[src/rtl/xbit_r_exec.sv]
// Execution responder for CB-prefixed rotate/shift/BIT/RES/SET on 8-bit registers.
// It reads the register, computes the result and flags, then writes back and pulses done.
module xbit_r_exec #(
  parameter int RD_LATENCY = 1
) (
  input  logic       CLK,
  input  logic       notRESET,
  input  logic       start,
  input  logic [7:0] opcode,
  input  logic [6:0] reg_sel,
  input  logic [7:0] flags_in,
  input  logic [7:0] rf_rdata,
  output logic       rf_rd_en,
  output logic [6:0] rf_rd_sel,
  output logic       rf_wr_en,
  output logic [6:0] rf_wr_sel,
  output logic [7:0] rf_wdata,
  output logic [7:0] flags_out,
  output logic       flags_we,
  output logic       busy,
  output logic       done,
  output logic       err
);

  typedef enum logic [2:0] {IDLE, READ, WAIT, EXEC, WRITE, FAIL} state_t;

  state_t     state_reg, state_next;
  logic [7:0] op_reg;
  logic [6:0] sel_reg;
  logic [7:0] result_reg, flags_reg;

  logic [6:0] dec_sel;
  logic       sel_onehot, illegal;
  logic [7:0] calc_result, calc_flags, bit_mask;
  logic       calc_carry;
  logic [2:0] bit_idx;

  // Register code to one-hot strobe; code 110 is (HL), which this block does not serve.
  always_comb begin
    dec_sel = 7'h00;
    case (opcode[2:0])
      3'b000:  dec_sel = 7'h01;
      3'b001:  dec_sel = 7'h02;
      3'b010:  dec_sel = 7'h04;
      3'b011:  dec_sel = 7'h08;
      3'b100:  dec_sel = 7'h10;
      3'b101:  dec_sel = 7'h20;
      3'b111:  dec_sel = 7'h40;
      default: dec_sel = 7'h00;
    endcase
  end

  assign sel_onehot = (reg_sel != 7'h00) && ((reg_sel & (reg_sel - 7'd1)) == 7'h00);
  assign illegal    = !sel_onehot || (opcode[2:0] == 3'b110) || (dec_sel != reg_sel);

  assign bit_idx  = op_reg[5:3];
  assign bit_mask = 8'h01 << bit_idx;

  always_comb begin
    calc_result = rf_rdata;
    calc_carry  = 1'b0;
    calc_flags  = flags_in;
    case (op_reg[7:6])
      2'b00: begin
        case (op_reg[5:3])
          3'd0: begin calc_result = {rf_rdata[6:0], rf_rdata[7]};  calc_carry = rf_rdata[7]; end
          3'd1: begin calc_result = {rf_rdata[0], rf_rdata[7:1]};  calc_carry = rf_rdata[0]; end
          3'd2: begin calc_result = {rf_rdata[6:0], flags_in[0]};  calc_carry = rf_rdata[7]; end
          3'd3: begin calc_result = {flags_in[0], rf_rdata[7:1]};  calc_carry = rf_rdata[0]; end
          3'd4: begin calc_result = {rf_rdata[6:0], 1'b0};         calc_carry = rf_rdata[7]; end
          3'd5: begin calc_result = {rf_rdata[7], rf_rdata[7:1]};  calc_carry = rf_rdata[0]; end
          3'd6: begin calc_result = {rf_rdata[6:0], 1'b1};         calc_carry = rf_rdata[7]; end
          default: begin calc_result = {1'b0, rf_rdata[7:1]};      calc_carry = rf_rdata[0]; end
        endcase
        calc_flags = {calc_result[7], (calc_result == 8'h00), calc_result[5], 1'b0,
                      calc_result[3], ~^calc_result, 1'b0, calc_carry};
      end
      2'b01: begin
        calc_flags = {(bit_idx == 3'd7) & rf_rdata[bit_idx], ~rf_rdata[bit_idx], rf_rdata[5], 1'b1,
                      rf_rdata[3], ~rf_rdata[bit_idx], 1'b0, flags_in[0]};
      end
      2'b10:   calc_result = rf_rdata & ~bit_mask;
      default: calc_result = rf_rdata | bit_mask;
    endcase
  end

  always_ff @(posedge CLK or negedge notRESET) begin
    if (!notRESET) begin
      state_reg  <= IDLE;
      op_reg     <= 8'h00;
      sel_reg    <= 7'h00;
      result_reg <= 8'h00;
      flags_reg  <= 8'h00;
    end else begin
      state_reg <= state_next;
      if (state_reg == IDLE && start) begin
        op_reg  <= opcode;
        sel_reg <= reg_sel;
      end
      if (state_reg == EXEC) begin
        result_reg <= calc_result;
        flags_reg  <= calc_flags;
      end
    end
  end

  always_comb begin
    state_next = state_reg;
    case (state_reg)
      IDLE:    if (start) state_next = illegal ? FAIL : READ;
      READ:    state_next = (RD_LATENCY == 2) ? WAIT : EXEC;
      WAIT:    state_next = EXEC;
      EXEC:    state_next = WRITE;
      WRITE:   state_next = IDLE;
      FAIL:    state_next = IDLE;
      default: state_next = IDLE;
    endcase
  end

  assign rf_rd_en  = (state_reg == READ);
  assign rf_rd_sel = sel_reg;
  assign rf_wr_sel = sel_reg;
  assign rf_wr_en  = (state_reg == WRITE) && (op_reg[7:6] != 2'b01);
  assign flags_we  = (state_reg == WRITE) && !op_reg[7];
  assign rf_wdata  = (state_reg == WRITE) ? result_reg : 8'h00;
  assign flags_out = (state_reg == WRITE) ? flags_reg : 8'h00;
  assign busy      = (state_reg != IDLE);
  assign done      = (state_reg == WRITE) || (state_reg == FAIL);
  assign err       = (state_reg == FAIL);

endmodule

[config.mk]
export PLATFORM = sky130hd
export DESIGN_NAME = xbit_r_exec
export DESIGN_NICKNAME = d
export VERILOG_FILES = /design/src/rtl/xbit_r_exec.sv
export SDC_FILE = /design/constraint.sdc
export NUM_CORES = 1
export LEC_CHECK = 0
export CAP_MARGIN = 20
export CELL_PAD_IN_SITES_DETAIL_PLACEMENT = 1
export CELL_PAD_IN_SITES_GLOBAL_PLACEMENT = 1
export CORE_UTILIZATION = 35
export CTS_BUF_LIST = sky130_fd_sc_hd__clkbuf_4 sky130_fd_sc_hd__clkbuf_8
export CTS_CLUSTER_SIZE = 12
export DETAILED_ROUTE_END_ITERATION = 16
export PLACE_DENSITY = 0.86
export SYNTH_ARGS = -nofsm -noshare
export SYNTH_HDL_FRONTEND = slang
export SYNTH_SLANG_ARGS = --single-unit
[constraint.sdc]
create_clock -name CLK -period 2.85 [get_ports CLK]
set_input_delay 0.285 -clock CLK [delete_from_list [all_inputs] [get_ports CLK]]
set_output_delay 0.285 -clock CLK [all_outputs]
set_load 0.02 [all_outputs]
==> reports/qor.json, run 1 <==
{
  "total_track_usage": 0.205,
  "fp.dieArea_mm2": 0.00662,
  "mean_syn_cell_area_um2": 9.10,
  "area.growth.synth_to_final_pct": 35.4,
  "floorplan.initialDensity": 0.368,
  "cts-root-buf": "sky130_fd_sc_hd__clkbuf_8",
  "slew-limit-headroom": 0.677,
  "grt_use_met2": 0.363,
  "routedWlPerCell_um": 16.6,
  "dieHeight_um": 81.3,
  "viasPerCell": 5.28,
  "drive_gt1_frac": 0.116,
  "setup_total_negative_slack_ns": 0,
  "timing.clock.skew_ns": 0.00193,
  "cts_max_level": 2,
  "critical_path_required_ns": 2.57,
  "hold_buffers": 0,
  "async_reset_ff_frac": 1.00,
  "final_period_minus_worst_setup_slack_ns": 2.51,
  "setup_viol": 0,
  "report.final.hold_viol_count": 0,
  "number_of_enable_flip_flop_cells_after_synthesis": 0,
  "post_cts_resize_count": 0,
  "drt.antenna.violating_nets": 0,
  "firstDrtPassIters": 4,
  "clock_path_buffers": 2,
  "drt-total-wl_um": 6230,
  "grt_max_degree": 32,
  "fin_crit_sh": 0.879,
  "synthesis.instances": 242,
  "type_of_origin_of_the_critical_path": "register",
  "n_fill_cell": 695,
  "worst_pin_slew_ns": 0.484,
  "final_cell_count_without_fillers": 376,
  "drv_slew": 0,
  "clock_latency_ns": 0.28,
  "global_route_total_overflow": 0,
  "core_mm2": 0.00599,
  "post-place-cells": 368,
  "most_utilized_layer_in_the_global_route_result": "met2",
  "die_width_um": 81.3,
  "worst-setup-path-type": "register to output pin",
  "n_antenna_cell": 0,
  "power-per-cell-area_mw_per_mm2": 1040,
  "detailedPlacementHpwl_um": 4640,
  "setup_ws_ns": 0.343,
  "timing.critical_path.arrival_ns": 2.22,
  "yosys_warnings": 0,
  "status": "finished clean",
  "number_of_antenna_violations_at_the_first_check_in_global_routing": 0,
  "flop_and_latch_count_out_of_synthesis": 31,
  "grt_first_pass_wirelength_um": 10200,
  "post-synth-top-area-cell": "sky130_fd_sc_hd__dfrtp_1",
  "gp_congestion": 0.867,
  "max_cap_viol_count": 0,
  "critical_path.max_fanout": 18,
  "vdd_drop_max_mv": 0.535,
  "number_of_nets_in_the_final_layout": 338,
  "rsz_0062_raised_after_global_routing": "no",
  "p_leak_nw": 1.22,
  "rows": 28,
  "yosys.cell_count.top_type": "sky130_fd_sc_hd__dfrtp_1",
  "ys_seq_area_frac": 0.352,
  "first_global_vias": 2087,
  "detailedRoute.firstIterationViolations": 75,
  "clock_tree_from_tritoncts": "done",
  "groute.layer.met3.usage": 0.0382,
  "gr-usage-met1": 0.254,
  "cts_post_setup_buffers_inserted": 0,
  "hp-class": "input port to async pin",
  "netlist_area_mm2": 0.00220,
  "clock_sink_count": 31,
  "fmax_ghz": 0.399,
  "critPathCaptureType": "output pin",
  "floorplan.io_pins": 70,
  "dominantRegCellSynth": "sky130_fd_sc_hd__dfrtp_1",
  "synth.top_cell.area_share": 0.352,
  "route.detailed.drc": 0,
  "synthTopCellsByCount": "sky130_fd_sc_hd__dfrtp_1, sky130_fd_sc_hd__and2_1, sky130_fd_sc_hd__nand2_1, sky130_fd_sc_hd__nor2_1",
  "synth.net_count": 280,
  "cts_inserted_buffers": 5,
  "ys_top_cells_by_area": "sky130_fd_sc_hd__dfrtp_1, sky130_fd_sc_hd__mux2_2, sky130_fd_sc_hd__and2_1",
  "clkSlewWorstSetupHoldPaths_ns": 0.07,
  "portBuffers": 69,
  "post_synth_num_cell_types": 53,
  "vias": 1984,
  "post-place-ws_ns": 0.290
}
-- where the power goes --
part | internal [mW] | total, mW | switching (mW)
clock | 0.230 | 0.394 | 0.164
combinational | 0.891 | 1.87 | 0.975
sequential | 0.660 | 0.856 | 0.196
total | 1.78 | 3.12 | 1.33
-- worst max-delay path: stages (launching register included) --
cell	delay (ns)
sky130_fd_sc_hd__dfrtp_1	0.46
sky130_fd_sc_hd__nor2b_1	0.21
sky130_fd_sc_hd__and2b_1	0.46
sky130_fd_sc_hd__nor2b_1	0.20
sky130_fd_sc_hd__clkdlybuf4s50_1	0.61
-- routing by layer --
| metal | routed length [um] | vias up |
|---|---|---|
| met5 | 0 | - |
| met4 | 53 | 0 |
| met3 | 275 | 6 |
| met2 | 3150 | 48 |
| met1 | 2750 | 963 |
| li1 | - | 967 |
-- cell type report --
cell class	instances	area, um2	share of cell area
Timing Repair Buffer	76	743	0.249
Clock buffer	8	104	0.0348
Tap cell	75	93.8	0.0314
Multi-Input combinational cell	178	1240	0.415
Sequential cell	31	776	0.260
Inverter	8	30.0	0.0101
-- final timing paths --
kind | from | end | slack (ns) | cells after the start
min in group CLK | flags_reg[1]$_DFFE_PN0P_ | flags_reg[1]$_DFFE_PN0P_ | 0.46 | 2
worst min-delay path | notRESET | flags_reg[1]$_DFFE_PN0P_ | 0.41 | 2
worst max register to register | op_reg[5]$_DFFE_PN0P_ | flags_reg[2]$_DFFE_PN0P_ | 0.61 | 8
worst max-delay path | state_reg[1]$_DFFE_PN0P_ | rf_wr_en | 0.34 | 4
max in group asynchronous | notRESET | op_reg[3]$_DFFE_PN0P_ | 2.15 | 2
worst min register to register | flags_reg[1]$_DFFE_PN0P_ | flags_reg[1]$_DFFE_PN0P_ | 0.46 | 2
-- stage by stage --
stage                      util  hold slack, ns  power (mW)  area [um2]
final                     0.498           0.408        3.12        2980
after global routing      0.498           0.456        3.35        2980
after CTS                 0.498           0.420        3.14        2980
after detailed placement  0.481           0.458        2.74        2880
after global placement    0.481           0.445        2.65        2880
after floorplan               -         -0.0106        2.16        2200
-- cell usage in the layout (no fill, tap or decap), types with 5 or more instances in the layout --
cell type,count
sky130_fd_sc_hd__and2_1,18
sky130_fd_sc_hd__nand2_1,18
sky130_fd_sc_hd__dfrtp_1,31
sky130_fd_sc_hd__nor2_1,16
sky130_fd_sc_hd__mux2i_1,9
sky130_fd_sc_hd__nor2b_1,5
sky130_fd_sc_hd__buf_4,7
sky130_fd_sc_hd__clkbuf_8,7
sky130_fd_sc_hd__mux2_2,12
sky130_fd_sc_hd__clkdlybuf4s50_1,69
sky130_fd_sc_hd__nor4_1,5
sky130_fd_sc_hd__nor3_1,5
sky130_fd_sc_hd__a21oi_1,13
sky130_fd_sc_hd__a221oi_1,5
sky130_fd_sc_hd__nand3b_1,5
sky130_fd_sc_hd__inv_1,8
sky130_fd_sc_hd__o21ai_0,13
-- cell families (layout without fill, tap and decap cells) --
kind of cell             count (synthesis)  count (layout)  share of synthesized area
AO/OA/AOI/OAI                           51              51                      0.147
buffers and inverters                   33              92                     0.0863
AND/OR/NAND/NOR                         93              93                      0.239
XOR/XNOR                                 4               4                     0.0159
multiplexers                            26              26                      0.138
adder cells (fa/ha/maj)                  4               4                     0.0227
flip-flops                              31              31                      0.352
No activity file was read; power rests on OpenSTA's default activity.
==> run 2, diff against run 1 <==
--- a/config.mk
+++ b/config.mk
@@ -8,11 +8,10 @@
 export CAP_MARGIN = 20
 export CELL_PAD_IN_SITES_DETAIL_PLACEMENT = 1
 export CELL_PAD_IN_SITES_GLOBAL_PLACEMENT = 1
-export CORE_UTILIZATION = 35
-export CTS_BUF_LIST = sky130_fd_sc_hd__clkbuf_4 sky130_fd_sc_hd__clkbuf_8
+export CORE_UTILIZATION = 34
 export CTS_CLUSTER_SIZE = 12
 export DETAILED_ROUTE_END_ITERATION = 16
-export PLACE_DENSITY = 0.86
+export PLACE_DENSITY = 0.84
 export SYNTH_ARGS = -nofsm -noshare
 export SYNTH_HDL_FRONTEND = slang
 export SYNTH_SLANG_ARGS = --single-unit
==> run 2 against run 1 <==
  * Sequential power increased by 3.2%
  * Clock power decreased by 2%
  * First-iteration DRC count increased by 5.3%
  * Sequential share of layout area about the same
  * Largest power group unchanged
  * Highest routed layer unchanged
==> reports/qor.json, run 2 (synthesis gave the netlist of run 1 again) <==
{
  "route.detailed.drc": 0,
  "post_dp_cell_area_mm2": 0.00288,
  "status": "finished clean",
  "firstDrtPassIters": 4,
  "worstReg2RegEnd": "flags_reg[2]$_DFFE_PN0P_",
  "r2r-start": "op_reg[5]$_DFFE_PN0P_",
  "most_utilized_layer_in_the_global_route_result": "met2",
  "gp_congestion": 0.864,
  "max_stage_delay_ns": 0.62,
  "hp-class": "input port to async pin",
  "rows": 28,
  "timing.critical_path.arrival_ns": 2.27,
  "drive_gt1_frac": 0.113,
  "post-place-ws_ns": 0.355,
  "worst_pin_slew_ns": 0.500,
  "routedWlPerCell_um": 16.3,
  "critical_path.max_fanout": 18,
  "drv_slew": 0,
  "fmax_ghz": 0.391,
  "cts_post_setup_buffers_inserted": 0,
  "crit_slowest_cell": "sky130_fd_sc_hd__clkdlybuf4s50_1",
  "vias": 2002,
  "cts_inserted_buffers": 5,
  "clkSlewWorstSetupHoldPaths_ns": 0.07,
  "cts-root-buf": "sky130_fd_sc_hd__clkbuf_8",
  "layout.cells.most_common": "sky130_fd_sc_hd__clkdlybuf4s50_1",
  "rsz_0062_raised_after_global_routing": "no",
  "grt_use_met2": 0.355,
  "n_fill_cell": 698,
  "fin_area_mm2": 0.00298,
  "detailedRoute.firstIterationViolations": 79,
  "global_route_total_overflow": 0,
  "n_antenna_cell": 0,
  "groute.layer.met3.usage": 0.0473,
  "type_of_origin_of_the_critical_path": "register",
  "area.growth.synth_to_final_pct": 35.3,
  "critical_path.n_buffers_inverters": 1,
  "fin_crit_sh": 0.898,
  "final_period_minus_worst_setup_slack_ns": 2.56,
  "floorplan.initialDensity": 0.361,
  "setup_viol": 0,
  "drt.antenna.violating_nets": 0,
  "grt_first_pass_wirelength_um": 10200,
  "clock_sink_count": 31,
  "dieHeight_um": 82.5,
  "report.final.hold_viol_count": 0,
  "setup_ws_ns": 0.292,
  "critical-path-top-delay-family": "simple AND/OR/NAND/NOR gates",
  "drt-total-wl_um": 6140,
  "die_width_um": 82.5,
  "number_of_nets_in_the_final_layout": 338,
  "max_cap_viol_count": 0,
  "vdd_drop_max_mv": 0.693,
  "detailedPlacementHpwl_um": 4670,
  "core_mm2": 0.00610,
  "clock_path_buffers": 2,
  "post_cts_resize_count": 0,
  "grt_max_degree": 32,
  "timing.clock.skew_ns": 0.00391,
  "cts_max_level": 2,
  "p_leak_nw": 1.22,
  "setup_total_negative_slack_ns": 0,
  "hold_buffers": 0,
  "viasPerCell": 5.32,
  "worst-setup-path-type": "register to output pin",
  "layout.cells.most_common_list": "sky130_fd_sc_hd__clkdlybuf4s50_1, sky130_fd_sc_hd__dfrtp_1, sky130_fd_sc_hd__and2_1, sky130_fd_sc_hd__nand2_1, sky130_fd_sc_hd__nor2_1",
  "gr-usage-met1": 0.243,
  "power-per-cell-area_mw_per_mm2": 1040,
  "r2r_cells": 8,
  "first_global_vias": 2068,
  "fp.dieArea_mm2": 0.00681,
  "r2r_slack_ns": 0.63,
  "critPathCaptureType": "output pin",
  "portBuffers": 69,
  "floorplan.io_pins": 70,
  "critical_path_required_ns": 2.57,
  "total_track_usage": 0.202,
  "cp_cell_sequence": "nor2b_1 > and2b_1 > and2_1 > clkdlybuf4s50_1",
  "number_of_antenna_violations_at_the_first_check_in_global_routing": 0,
  "clock_tree_from_tritoncts": "done",
  "slew-limit-headroom": 0.666,
  "clock_latency_ns": 0.28
}
-- run 2: cell count changes in the layout (fill, tap and decap cells not counted) --
cell                       delta
sky130_fd_sc_hd__clkbuf_1     +1
sky130_fd_sc_hd__clkbuf_4     -1
-- run 2: worst max-delay path by stage --
stage,start,depth (start not counted),endpoint
global placement,rf_rdata[7],9,flags_reg[2]$_DFFE_PN0P_
global route,state_reg[2]$_DFFE_PN0P_,4,flags_we
CTS,state_reg[2]$_DFFE_PN0P_,4,rf_wdata[7]
floorplan,op_reg[5]$_DFFE_PN0P_,9,flags_reg[2]$_DFFE_PN0P_
detailed placement,rf_rdata[7],9,flags_reg[2]$_DFFE_PN0P_
finish,state_reg[2]$_DFFE_PN0P_,4,rf_wdata[7]
-- run 2: area by class of cell --
class                   count  area (um2)  share of cell area
well taps                  75        93.8              0.0315
repair buffers             76         743               0.249
clock buffers               8         100              0.0336
flip-flops and latches     31         776               0.260
inverters                   8        30.0              0.0101
multi-input cells         178        1240               0.415
-- run 2: report_power, final --
| group | total (mW) | internal [mW] | switching [mW] |
|---|---|---|---|
| clock | 0.386 | 0.220 | 0.166 |
| sequential | 0.883 | 0.660 | 0.223 |
| combinational | 1.83 | 0.888 | 0.939 |
-- run 2: routing by layer --
layer,vias to the layer above,share of wire
li1,966,-
met1,969,0.44
met2,61,0.50
met3,6,0.048
met4,0,0.013
met5,-,0
-- run 2: per-stage QoR --
stage	total power [mW]	utilization	hold slack (ns)	std cells
floorplan	2.16	-	-0.0106	242
global placement	2.66	0.472	0.447	368
detailed placement	2.73	0.472	0.458	368
CTS	3.14	0.489	0.407	376
global route	3.36	0.489	0.431	376
finish	3.10	0.489	0.394	376
==> run 3, diff against run 2 <==
--- a/config.mk
+++ b/config.mk
@@ -8,10 +8,11 @@
 export CAP_MARGIN = 20
 export CELL_PAD_IN_SITES_DETAIL_PLACEMENT = 1
 export CELL_PAD_IN_SITES_GLOBAL_PLACEMENT = 1
-export CORE_UTILIZATION = 34
+export CORE_MARGIN = 4
+export CORE_UTILIZATION = 31
 export CTS_CLUSTER_SIZE = 12
 export DETAILED_ROUTE_END_ITERATION = 16
-export PLACE_DENSITY = 0.84
+export PLACE_DENSITY = 0.8
 export SYNTH_ARGS = -nofsm -noshare
 export SYNTH_HDL_FRONTEND = slang
 export SYNTH_SLANG_ARGS = --single-unit
==> constraint.sdc (replaced) <==
create_clock -name CLK -period 2.1 [get_ports CLK]
set_input_delay 0.21 -clock CLK [delete_from_list [all_inputs] [get_ports CLK]]
set_output_delay 0.21 -clock CLK [all_outputs]
set_load 0.02 [all_outputs]
==> run 3 against run 2 <==
  * Sequential cell count unchanged
  * Wire length grew 9.1%
  * Register-to-register slack worse by 0.56 ns
  * Cell area grew 3.9%
  * Combinational power rose by 48%
==> reports/qor.json, run 3 (synthesis gave the netlist of run 1 again) <==
{
  "grt_first_pass_wirelength_um": 11200,
  "fp.dieArea_mm2": 0.00852,
  "p_int_mw": 2.52,
  "detailedPlacementHpwl_um": 5180,
  "worst_pin_slew_ns": 0.430,
  "vias": 2059,
  "clkSlewWorstSetupHoldPaths_ns": 0.07,
  "first_global_vias": 2278,
  "timing.critical_path.arrival_ns": 2.20,
  "post-place-ws_ns": -0.298,
  "final_period_minus_worst_setup_slack_ns": 2.03,
  "comb_power_share": 0.616,
  "fmax_ghz": 0.492,
  "report.final.hold_viol_count": 0,
  "drv_slew": 0,
  "fin_area_mm2": 0.00310,
  "layout.cells.most_common_list": "sky130_fd_sc_hd__clkdlybuf4s50_1, sky130_fd_sc_hd__dfrtp_1, sky130_fd_sc_hd__buf_4",
  "critical_path_required_ns": 2.27,
  "drt-total-wl_um": 6700,
  "whs_ns": 0.350,
  "grt_max_degree": 32,
  "worst-setup-path-type": "register to register",
  "net-switching-power_mw": 1.87,
  "gp_congestion": 0.834,
  "cts_max_level": 2,
  "drt.antenna.violating_nets": 0,
  "status": "finished clean",
  "cts-root-buf": "sky130_fd_sc_hd__clkbuf_8",
  "slew-limit-headroom": 0.713,
  "share_clk_of_total_power": 0.130,
  "clock_path_buffers": 2,
  "portBuffers": 69,
  "hp-class": "input port to async pin",
  "fin_crit_sh": 0.968,
  "timing.clock.skew_ns": 0.00612,
  "route.detailed.drc": 0,
  "critPathCaptureType": "register",
  "p_leak_nw": 1.37,
  "switching_share": 0.426,
  "setup_viol": 0,
  "die_width_um": 92.3,
  "critical_path.max_fanout": 11,
  "firstDrtPassIters": 4,
  "hold_buffers": 0,
  "routedWlPerCell_um": 16.4,
  "floorplan.initialDensity": 0.323,
  "number_of_antenna_violations_at_the_first_check_in_global_routing": 0,
  "dieHeight_um": 92.3,
  "number_of_nets_in_the_final_layout": 351,
  "clock_latency_ns": 0.29,
  "area.growth.synth_to_final_pct": 40.5,
  "vdd_drop_max_mv": 0.652,
  "max_cap_viol_count": 0,
  "type_of_origin_of_the_critical_path": "register",
  "power-per-cell-area_mw_per_mm2": 1420,
  "floorplan.io_pins": 70,
  "pwr-share-seq": 0.253,
  "cts_inserted_buffers": 5,
  "global_route_total_overflow": 0,
  "rows": 30,
  "layout.cells.most_common": "sky130_fd_sc_hd__clkdlybuf4s50_1",
  "drive_gt1_frac": 0.160,
  "viasPerCell": 5.03,
  "finalPower_mw": 4.39,
  "detailedRoute.firstIterationViolations": 47,
  "clock_tree_from_tritoncts": "done",
  "clock_sink_count": 31,
  "setup_ws_ns": 0.0680,
  "n_antenna_cell": 0,
  "rsz_0062_raised_after_global_routing": "yes",
  "core_mm2": 0.00683,
  "post_dp_cell_area_mm2": 0.00300,
  "total_track_usage": 0.165
}
run 3: changes by cell type in the layout (fill, tap and decap cells not counted), sizes merged:
cell	change
clkdlybuf4s50	-18
dlygate4sd2	+18
buf	+13
clkbuf	-2
bufinv	+1
run 3: worst paths after layout:
kind / startpoint / endpoint / slack (ns) / cells after the start
max: op_reg[3]$_DFFE_PN0P_ / flags_reg[2]$_DFFE_PN0P_ / 0.07 / 7
min: notRESET / rf_rd_sel[2]$_DFFE_PN0P_ / 0.35 / 2
max reg2reg: op_reg[3]$_DFFE_PN0P_ / flags_reg[2]$_DFFE_PN0P_ / 0.07 / 7
min reg2reg: flags_reg[1]$_DFFE_PN0P_ / flags_reg[1]$_DFFE_PN0P_ / 0.47 / 2
max in group asynchronous: notRESET / op_reg[5]$_DFFE_PN0P_ / 1.42 / 2
min in group CLK: flags_reg[1]$_DFFE_PN0P_ / flags_reg[1]$_DFFE_PN0P_ / 0.47 / 2
run 3: power by group through the flow:
stage                     logic [mW]  clock network [mW]  registers [mW]
after floorplan                 1.81                   0            1.13
after global placement          2.65                   0            1.09
after detailed placement        2.73                   0            1.12
after CTS                       2.72               0.594            1.12
after global routing            2.94               0.623            1.17
final                           2.71               0.574            1.11
run 3: layer usage:
layer | GRT usage | up-vias | routed length (um)
met3 | 0.0455 | 8 | 383
li1 | - | 995 | -
met4 | 0.0408 | 0 | 78
met5 | 0 | - | 0
met1 | 0.187 | 993 | 2900
met2 | 0.305 | 63 | 3340
run 3: repair_timing:
item / CTS / global route
pin swaps: 0 / 2
endpoints found under the setup margin: 19 / 1
setup buffers: 0 / 0
resized for setup: 20 / 2
run 3: critical path: stages, from the launching register on:
cell and delay [ns]:
sky130_fd_sc_hd__dfrtp_2 0.43, sky130_fd_sc_hd__buf_4 0.23, sky130_fd_sc_hd__mux2i_1 0.30, sky130_fd_sc_hd__ha_1 0.29, sky130_fd_sc_hd__xor2_1 0.16, sky130_fd_sc_hd__xnor2_1 0.15, sky130_fd_sc_hd__a221oi_1 0.25, sky130_fd_sc_hd__a21oi_1 0.10
run 3: cell type report:
| class | count | area (um2) |
|---|---|---|
| repair buffers | 89 | 818 |
| well taps | 96 | 120 |
| fillers | 814 | 3730 |
| multi-input cells | 178 | 1250 |
| inverters | 8 | 30.0 |
| clock inverters | 1 | 30.0 |
| clock buffers | 6 | 72.6 |
| flip-flops and latches | 31 | 778 |
run 3: per-stage QoR:
stage               instances   util  setup TNS [ns]
floorplan                 242      -               0
global placement          402  0.440          -0.163
detailed placement        402  0.440          -0.298
CTS                       409  0.452               0
global route              409  0.453         -0.0353
finish                    409  0.453               0
